[src/rtl/serial_frame_pkg.sv]
// Shared types and constants for the bit-serial frame receiver.
// Optional parity support is selected by SERIAL_FRAME_RX_PARITY_EN in the users.
package serial_frame_pkg;

   typedef enum logic [1:0] {
      IDLE   = 2'd0,
      DATA   = 2'd1,
      PARITY = 2'd2,
      STOP   = 2'd3
   } state_e;

   localparam logic IDLE_LEVEL  = 1'b1;
   localparam logic START_LEVEL = 1'b0;
   localparam logic STOP_LEVEL  = 1'b1;

   // Counter must be able to hold DATA_W itself, not just DATA_W-1.
   function automatic int cnt_width(input int data_w);
      return $clog2(data_w + 1);
   endfunction

endpackage

[src/rtl/serial_frame_rx_buf.sv]
// One-entry valid/ready holding register for received words, with a sticky
// overrun flag set when a word arrives while the entry is full and not draining.
module serial_frame_rx_buf #(
   parameter int DATA_W = 8
) (
   input  logic              clk_i,
   input  logic              rst_ni,
   input  logic              load_i,
   input  logic [DATA_W-1:0] data_i,
   input  logic              ready_i,
   output logic [DATA_W-1:0] q_o,
   output logic              valid_o,
   output logic              overrun_o
);

   logic [DATA_W-1:0] data_q, data_d;
   logic              valid_q, valid_d;
   logic              ovr_q, ovr_d;
   logic              drain;

   always_comb begin
      drain   = valid_q && ready_i;
      data_d  = data_q;
      valid_d = valid_q;
      ovr_d   = ovr_q;
      // A load at the draining edge replaces the word and keeps valid high.
      if (load_i) begin
         if (!valid_q || drain) begin
            data_d  = data_i;
            valid_d = 1'b1;
         end else begin
            ovr_d = 1'b1;
         end
      end else if (drain) begin
         valid_d = 1'b0;
      end
   end

   always_ff @(posedge clk_i or negedge rst_ni) begin
      if (!rst_ni) begin
         data_q  <= '0;
         valid_q <= 1'b0;
         ovr_q   <= 1'b0;
      end else begin
         data_q  <= data_d;
         valid_q <= valid_d;
         ovr_q   <= ovr_d;
      end
   end

   assign q_o       = data_q;
   assign valid_o   = valid_q;
   assign overrun_o = ovr_q;

endmodule

[src/rtl/serial_frame_rx.sv]
// Bit-serial frame receiver: start bit, DATA_W bits LSB-first, stop bit.
// Define SERIAL_FRAME_RX_PARITY_EN to add an even-parity bit before the stop bit.
module serial_frame_rx
   import serial_frame_pkg::*;
#(
   parameter int DATA_W = 8
) (
   input  logic              clk,
   input  logic              rst_n,
   input  logic              d,
   output logic [DATA_W-1:0] q,
   output logic              q_valid,
   input  logic              q_ready,
   output logic              frame_err,
   output logic              overrun,
   output logic              busy
);

   localparam int CNT_W = cnt_width(DATA_W);

   state_e            state_q, state_d;
   logic [CNT_W-1:0]  cnt_q, cnt_d;
   logic [DATA_W-1:0] shreg_q, shreg_d;
   logic              frame_err_q, frame_err_d;
   logic              good_frame;
   logic              stop_ok;

`ifdef SERIAL_FRAME_RX_PARITY_EN
   logic              par_err_q, par_err_d;
   assign stop_ok = !par_err_q;
`else
   assign stop_ok = 1'b1;
`endif

   always_comb begin
      state_d     = state_q;
      cnt_d       = cnt_q;
      shreg_d     = shreg_q;
      frame_err_d = 1'b0;
      good_frame  = 1'b0;
`ifdef SERIAL_FRAME_RX_PARITY_EN
      par_err_d   = par_err_q;
`endif
      case (state_q)
         IDLE: begin
            if (d == START_LEVEL) begin
               state_d = DATA;
               cnt_d   = '0;
            end
         end
         DATA: begin
            // Shifting right DATA_W times lands the first bit in the LSB.
            shreg_d = {d, shreg_q[DATA_W-1:1]};
            cnt_d   = cnt_q + 1'b1;
            if (cnt_q == CNT_W'(DATA_W - 1)) begin
`ifdef SERIAL_FRAME_RX_PARITY_EN
               state_d = PARITY;
`else
               state_d = STOP;
`endif
            end
         end
`ifdef SERIAL_FRAME_RX_PARITY_EN
         PARITY: begin
            par_err_d = (d != ^shreg_q);
            state_d   = STOP;
         end
`endif
         STOP: begin
            // A bad stop bit is consumed here; the search for a start bit resumes next edge.
            state_d = IDLE;
            if (d == STOP_LEVEL && stop_ok) begin
               good_frame = 1'b1;
            end else begin
               frame_err_d = 1'b1;
            end
         end
         default: state_d = IDLE;
      endcase
   end

   always_ff @(posedge clk or negedge rst_n) begin
      if (!rst_n) begin
         state_q     <= IDLE;
         cnt_q       <= '0;
         shreg_q     <= '0;
         frame_err_q <= 1'b0;
`ifdef SERIAL_FRAME_RX_PARITY_EN
         par_err_q   <= 1'b0;
`endif
      end else begin
         state_q     <= state_d;
         cnt_q       <= cnt_d;
         shreg_q     <= shreg_d;
         frame_err_q <= frame_err_d;
`ifdef SERIAL_FRAME_RX_PARITY_EN
         par_err_q   <= par_err_d;
`endif
      end
   end

   serial_frame_rx_buf #(
      .DATA_W (DATA_W)
   ) u_buf (
      .clk_i     (clk),
      .rst_ni    (rst_n),
      .load_i    (good_frame),
      .data_i    (shreg_q),
      .ready_i   (q_ready),
      .q_o       (q),
      .valid_o   (q_valid),
      .overrun_o (overrun)
   );

   assign frame_err = frame_err_q;
   assign busy      = (state_q != IDLE);

endmodule

[config.mk]
export PLATFORM = sky130hd
export DESIGN_NAME = serial_frame_rx
export DESIGN_NICKNAME = d
export VERILOG_FILES = /design/src/rtl/serial_frame_pkg.sv /design/src/rtl/serial_frame_rx_buf.sv /design/src/rtl/serial_frame_rx.sv
export SDC_FILE = /design/constraint.sdc
export NUM_CORES = 1
export LEC_CHECK = 0
export ABC_AREA = 1
export CAP_MARGIN = 30
export CORE_MARGIN = 1.5
export CORE_UTILIZATION = 41
export CTS_CLUSTER_SIZE = 16
export DETAILED_ROUTE_END_ITERATION = 8
export SLEW_MARGIN = 20
export SYNTH_ARGS = -nofsm -noshare
export SYNTH_HDL_FRONTEND = slang
export SYNTH_SLANG_ARGS = --single-unit
[constraint.sdc]
create_clock -name clk -period 1.9 [get_ports clk]
set_input_delay 0.19 -clock clk [delete_from_list [all_inputs] [get_ports clk]]
set_output_delay 0.19 -clock clk [all_outputs]
set_load 0.01 [all_outputs]
==> results.cfg <==
[final_layout]
fin_util_pct = 53.4
mostFrequentLayoutCell = nand2_1
antenna_cells = 0
syn_to_final_growth_pct = 19.7
final_cells = 156
drive_gt1_share_pct = 9.38
nets = 134
mostFrequentLayoutCells = nand2_1, dfrtp_1, clkdlybuf4s50_1

[critical_path]
start_kind = register
worstPathRequired_ns = 1.71
path_max_fanout = 4
arrival_ns = 1.44
end_kind = output pin
critPathKind = register to output pin

[global_routing]
grt_pass1_vias = 687
grtUsageTotal_pct = 14.4
antenna_found_initial = 0
grt_overflow = 0
grt_pass1_wl_um = 2900
grt_max_degree = 26

[logic_synthesis]
synthCells = 110
ys_seq_area_share_pct = 61.7
synth-seq-cells = 25
netlist_area_um2 = 1010
yosys_warnings = 0
synth.net_count = 115
syn_avg_cell_area_um2 = 9.22
synth.distinct_cells = 16

[placement]
routabilityCongestion = 0.725
port_buffers = 15
pre_cts_ws_ns = 0.592
dp_cells = 152
dpl.hpwl_um = 1150

[pwr]
p_per_area_nw_per_um2 = 1600
p_leak_uw = 0.000621
p_total_uw = 1940
ir_worst_vdd_mv = 1.05

[drt]
wl_um = 1530
firstDrtPassIters = 4
vias = 702
drc_errors = 0
vias_per_cell = 4.50
wl_per_cell_um = 9.82
drt_iter0_drc = 5
antenna_left = 0

[clock_tree]
cts_resized = 0
post_cts_buffers = 0
clk_pin_slew_worst_paths_ns = 0.13
clock-sinks = 25
cts_buffer_depth = 2
htree_levels = 1
clock_latency_ns = 0.31
hold_buffers = 0
cts_made_buffers = 3
cts-root-buf = clkbuf_4
cts_tree = done

[timing]
finalMaxSlewViolations = 0
rsz0062_at_grt = no
fmax_mhz = 614
post-route-min-period_ns = 1.63
clock_skew_ns = 0.00990
setup_viol = 0
layout_setup_ws_ns = 0.271
max_slew_margin_pct = 71.8
fin_tns_setup_ns = 0
finalHoldViolations = 0
fin_crit_sh_pct = 85.8
worstMarginPinSlew_ns = 0.422

[floorplanning]
floorplan.initialDensity_pct = 44.6
core_region_area_um2 = 2280
fp.dieW_um = 52.8
io_pins = 16
die_height_um = 52.8
die_area_um2 = 2780
rows = 17

[outcome]
run_status = finished clean

[hold_path]
min-delay-path-class = input port to asynchronous set/reset pin

[run]
drv_cap = 0
## power by group
part           leakage [uW]  switching [uW]  internal, uW
Sequential         0.000315             159           773
Clock             0.0000150             146          81.9
Combinational      0.000290             422           356
Total              0.000621             728          1210
## final cells by class
class / count / area (um^2)
Inverter: 10 / 37.5
Sequential cell: 25 / 626
Timing Repair Buffer: 16 / 158
Multi-Input combinational cell: 73 / 333
Fill cell: 212 / 1060
Tap cell: 28 / 35.0
Clock buffer: 4 / 26.3
## sequential cells by signal, summed over array words and instances, names as in the netlist
signal / flops
u_buf.valid_o: 1
u_buf.overrun_o: 1
u_buf.q_o: 8
frame_err: 1
state_q: 2
cnt_q: 4
shreg_q: 8
## final timing paths
path,start,end,slack (ns),cells past startpoint
setup / recovery,state_q[1],busy,0.27,3
hold / removal,rst_n,shreg_q[4],0.23,2
max in group asynchronous,rst_n,shreg_q[5],1.43,2
setup reg to reg,state_q[0],cnt_q[2],0.74,4
min in group clk,u_buf.q_o[6],u_buf.q_o[6],0.49,2
hold reg to reg,u_buf.q_o[6],u_buf.q_o[6],0.49,2
## critical path, cell delays in order, from the launching register on
cell and delay [ns]:
dfrtp_1 0.44, inv_1 0.09, nand2_1 0.08, clkdlybuf4s50_1 0.54
## synth_stat cells
library cell / count / share of area (%)
nand3_1: 1 / 0.49
buf_6: 1 / 1.1
nand2_2: 1 / 0.62
ha_1: 1 / 1.2
inv_2: 1 / 0.37
dfrtp_1: 25 / 62
nand2_1: 51 / 19
o21bai_1: 1 / 0.74
nand3_2: 3 / 3.0
buf_4: 1 / 0.74
inv_1: 9 / 3.3
nor3_1: 1 / 0.49
nor2_4: 1 / 1.1
nor2_1: 3 / 1.1
nor2_2: 2 / 1.2
o21ai_0: 8 / 3.9
## per-stage QoR
stage	instance area (um^2)	hold slack, ns
2_1_floorplan	1010	-0.106
6_report	1210	0.226
5_1_grt	1210	0.258
3_3_place_gp	1190	0.458
4_1_cts	1210	0.233
3_5_place_dp	1190	0.459
## kinds of logic after synthesis
| group | Yosys count | share of synthesized area [%] |
|---|---|---|
| compound gates | 9 | 4.69 |
| fa+ha+maj | 1 | 1.23 |
| flops | 25 | 61.7 |
| buf+inv | 12 | 5.55 |
| simple gates | 63 | 26.9 |
## layer usage
metal  track usage (%)  routed length (um)
met5                 0                   0
met1              19.1                 793
met2              22.3                 675
met4              6.41                  13
met3              3.43                  50
Note: power is estimated with default switching activity, not from simulation.
==> variant, RTL diff (same settings) <==
Build with the macro `SERIAL_FRAME_RX_PARITY_EN` defined.
--- a/src/rtl/serial_frame_rx.sv
+++ b/src/rtl/serial_frame_rx.sv
@@ -1,5 +1,7 @@
 // Bit-serial frame receiver: start bit, DATA_W bits LSB-first, stop bit.
 // Define SERIAL_FRAME_RX_PARITY_EN to add an even-parity bit before the stop bit.
+`define SERIAL_FRAME_RX_PARITY_EN
+
 module serial_frame_rx
    import serial_frame_pkg::*;
 #(
Formal check against the unedited RTL: same outputs for any inputs over 10 cycles, from zero or initial values and one cycle with rst_n low; that may be too few to reach the edited logic, so the function may still have changed.
==> variant against the original RTL <==
Worst setup slack better by 0.084 ns; via count up 42%; critical path type is now reg -> reg; cell area up 28%; routed wire length up 45%; sequential cell count up 1; total power up 36%; synthesized area up 28%.
==> variant: results (changes against the original RTL) <==
* Final Routed Wirelength at 2220 um (was 1530 um)
* Final period util at 0.813 (was 0.858)
* Total net switching power at 1.07 mW (was 728 uW)
* Leakage at 0.759 nW (was 0.621 nW)
* # nets final at 177 (was 134)
* Worst Path Max Fanout at 9 (was 4)
* Initial drt markers at 24 (was 5)
* All-Layer GR Usage at 0.147 (was 0.144)
* GP Congestion at 0.693 (was 0.725)
* Post-synth net total at 158 (was 115)
* Vias in the first global route at 927 (was 687)
* Slowest stage cell on the critical path: dfrtp_1 (was clkdlybuf4s50_1)
* XOR/XNOR share of the synthesized area at 0.0135 (was 0)
* Share of layout cells above drive strength 1 at 0.139 (was 0.0938)
* Max incr delay on CP at 0.42 ns (was 0.54 ns)
* Synth Area in Compound Gates at 0.120 (was 0.0469)
* Clock input transition at the sequential cells of the worst setup and hold paths at 0.15 ns (was 0.13 ns)
* Adder-Cell Fraction of Synth Area at 0.0577 (was 0.0123)
* Synth cell count leaders: nand2_1 (51), dfrtp_1 (26), inv_1 (17) (was nand2_1 (51), dfrtp_1 (25), inv_1 (9))
* Pin count of the biggest net entering global routing at 27 (was 26)
* Final Skew at 0.0115 ns (was 0.00990 ns)
* VDD IR max at 668 uV (was 1050 uV)
* R2r startpoint: state_q[1] (was state_q[0])
* Vias/cell at 4.75 (was 4.50)
* First-pass GRT wire length at 3880 um (was 2900 um)
* Non-Filler Instances at 210 (was 156)
* Top cells by area, synth: dfrtp_1 (50%), nand2_1 (15%), o21ai_2 (6.1%) (was dfrtp_1 (62%), nand2_1 (19%), o21ai_0 (3.9%))
* First-pass iteration count of the detailed router at 5 (was 4)
* Internal reg-to-reg setup slack at 0.35 ns (was 0.74 ns)
* Reg2reg path depth at 6 (was 4)
* Setup Slack @ Placement at 0.357 ns (was 0.592 ns)
* Mapped Cells at 148 (was 110)
* Relative slew slack at 0.781 (was 0.718)
* Clock Latency Late Sink at 0.33 ns (was 0.31 ns)
* DP HPWL at 1650 um (was 1150 um)
* Netlist cell types at 23 (was 16)
* Status: completed (unchanged)
-- variant: changes by cell type after synthesis, moves of 3 or more --
| cell | before | now |
|---|---|---|
| inv_1 | 9 | 17 |
| nand3_1 | 1 | 5 |
| a21oi_1 | 0 | 3 |
| o21ai_2 | 0 | 9 |
| ha_1 | 1 | 6 |
-- variant: metrics by stage --
step,power (mW),instance area [sq um],hold slack (ns),util
final,2.63,1550,0.203,0.513
after global placement,2.23,1500,0.466,0.495
after detailed placement,2.28,1500,0.454,0.495
after floorplan,1.87,1300,-0.106,-
after global routing,2.88,1550,0.224,0.513
after CTS,2.67,1550,0.206,0.512
-- variant: power by group through the flow --
stage | Combinational, mW | Sequential [mW] | Clock, mW
2_1_floorplan | 0.865 | 1.00 | 0
3_3_place_gp | 1.26 | 0.969 | 0
3_5_place_dp | 1.30 | 0.980 | 0
4_1_cts | 1.31 | 0.966 | 0.393
5_1_grt | 1.46 | 1.00 | 0.415
6_report | 1.28 | 0.968 | 0.382
-- variant: critical path: cells and delay by family, from the launching register on --
kind / cells / cell delay (ns)
AO/OA/AOI/OAI: 2 / 0.25
adder cells (fa/ha/maj): 1 / 0.36
buffers and inverters: 1 / 0.12
flip-flops: 1 / 0.42
AND/OR/NAND/NOR: 2 / 0.33
-- variant: cell families after synthesis --
group                      after synthesis
adders and majority gates                6
xor gates and xnor gates                 2
DFF                                     26
and+or+nand+nor                         68
buffers and inverters                   23
AOI/OAI and AO/OA                       23
-- variant: layout make-up --
type	count	area, sq um
well taps	44	55.1
repair buffers	17	168
fillers	289	1470
clock inverters	1	30.0
clock buffers	3	22.5
flip-flops and latches	26	651
multi-input cells	99	553
inverters	20	75.1
-- variant: routing by layer --
metal	track usage	part of all wire	vias to the layer above
li1	-	-	503
met1	0.180	0.47	475
met2	0.248	0.49	18
met3	0.0284	0.036	2
met4	0.0682	0.0072	0
met5	0	0	-
-- variant: final timing paths --
kind	endpoint
max	cnt_q[3]
min	u_buf.q_o[0]
min reg2reg	u_buf.overrun_o
min in group clk	u_buf.overrun_o
max reg2reg	cnt_q[3]
max in group asynchronous	state_q[0]
-- variant: repair_timing --
action / CTS / global route
gates resized for setup: 0 / 1
endpoints found under the setup margin: 0 / 1
endpoints found under the hold margin: 0 / 0
setup buffers: 0 / 0
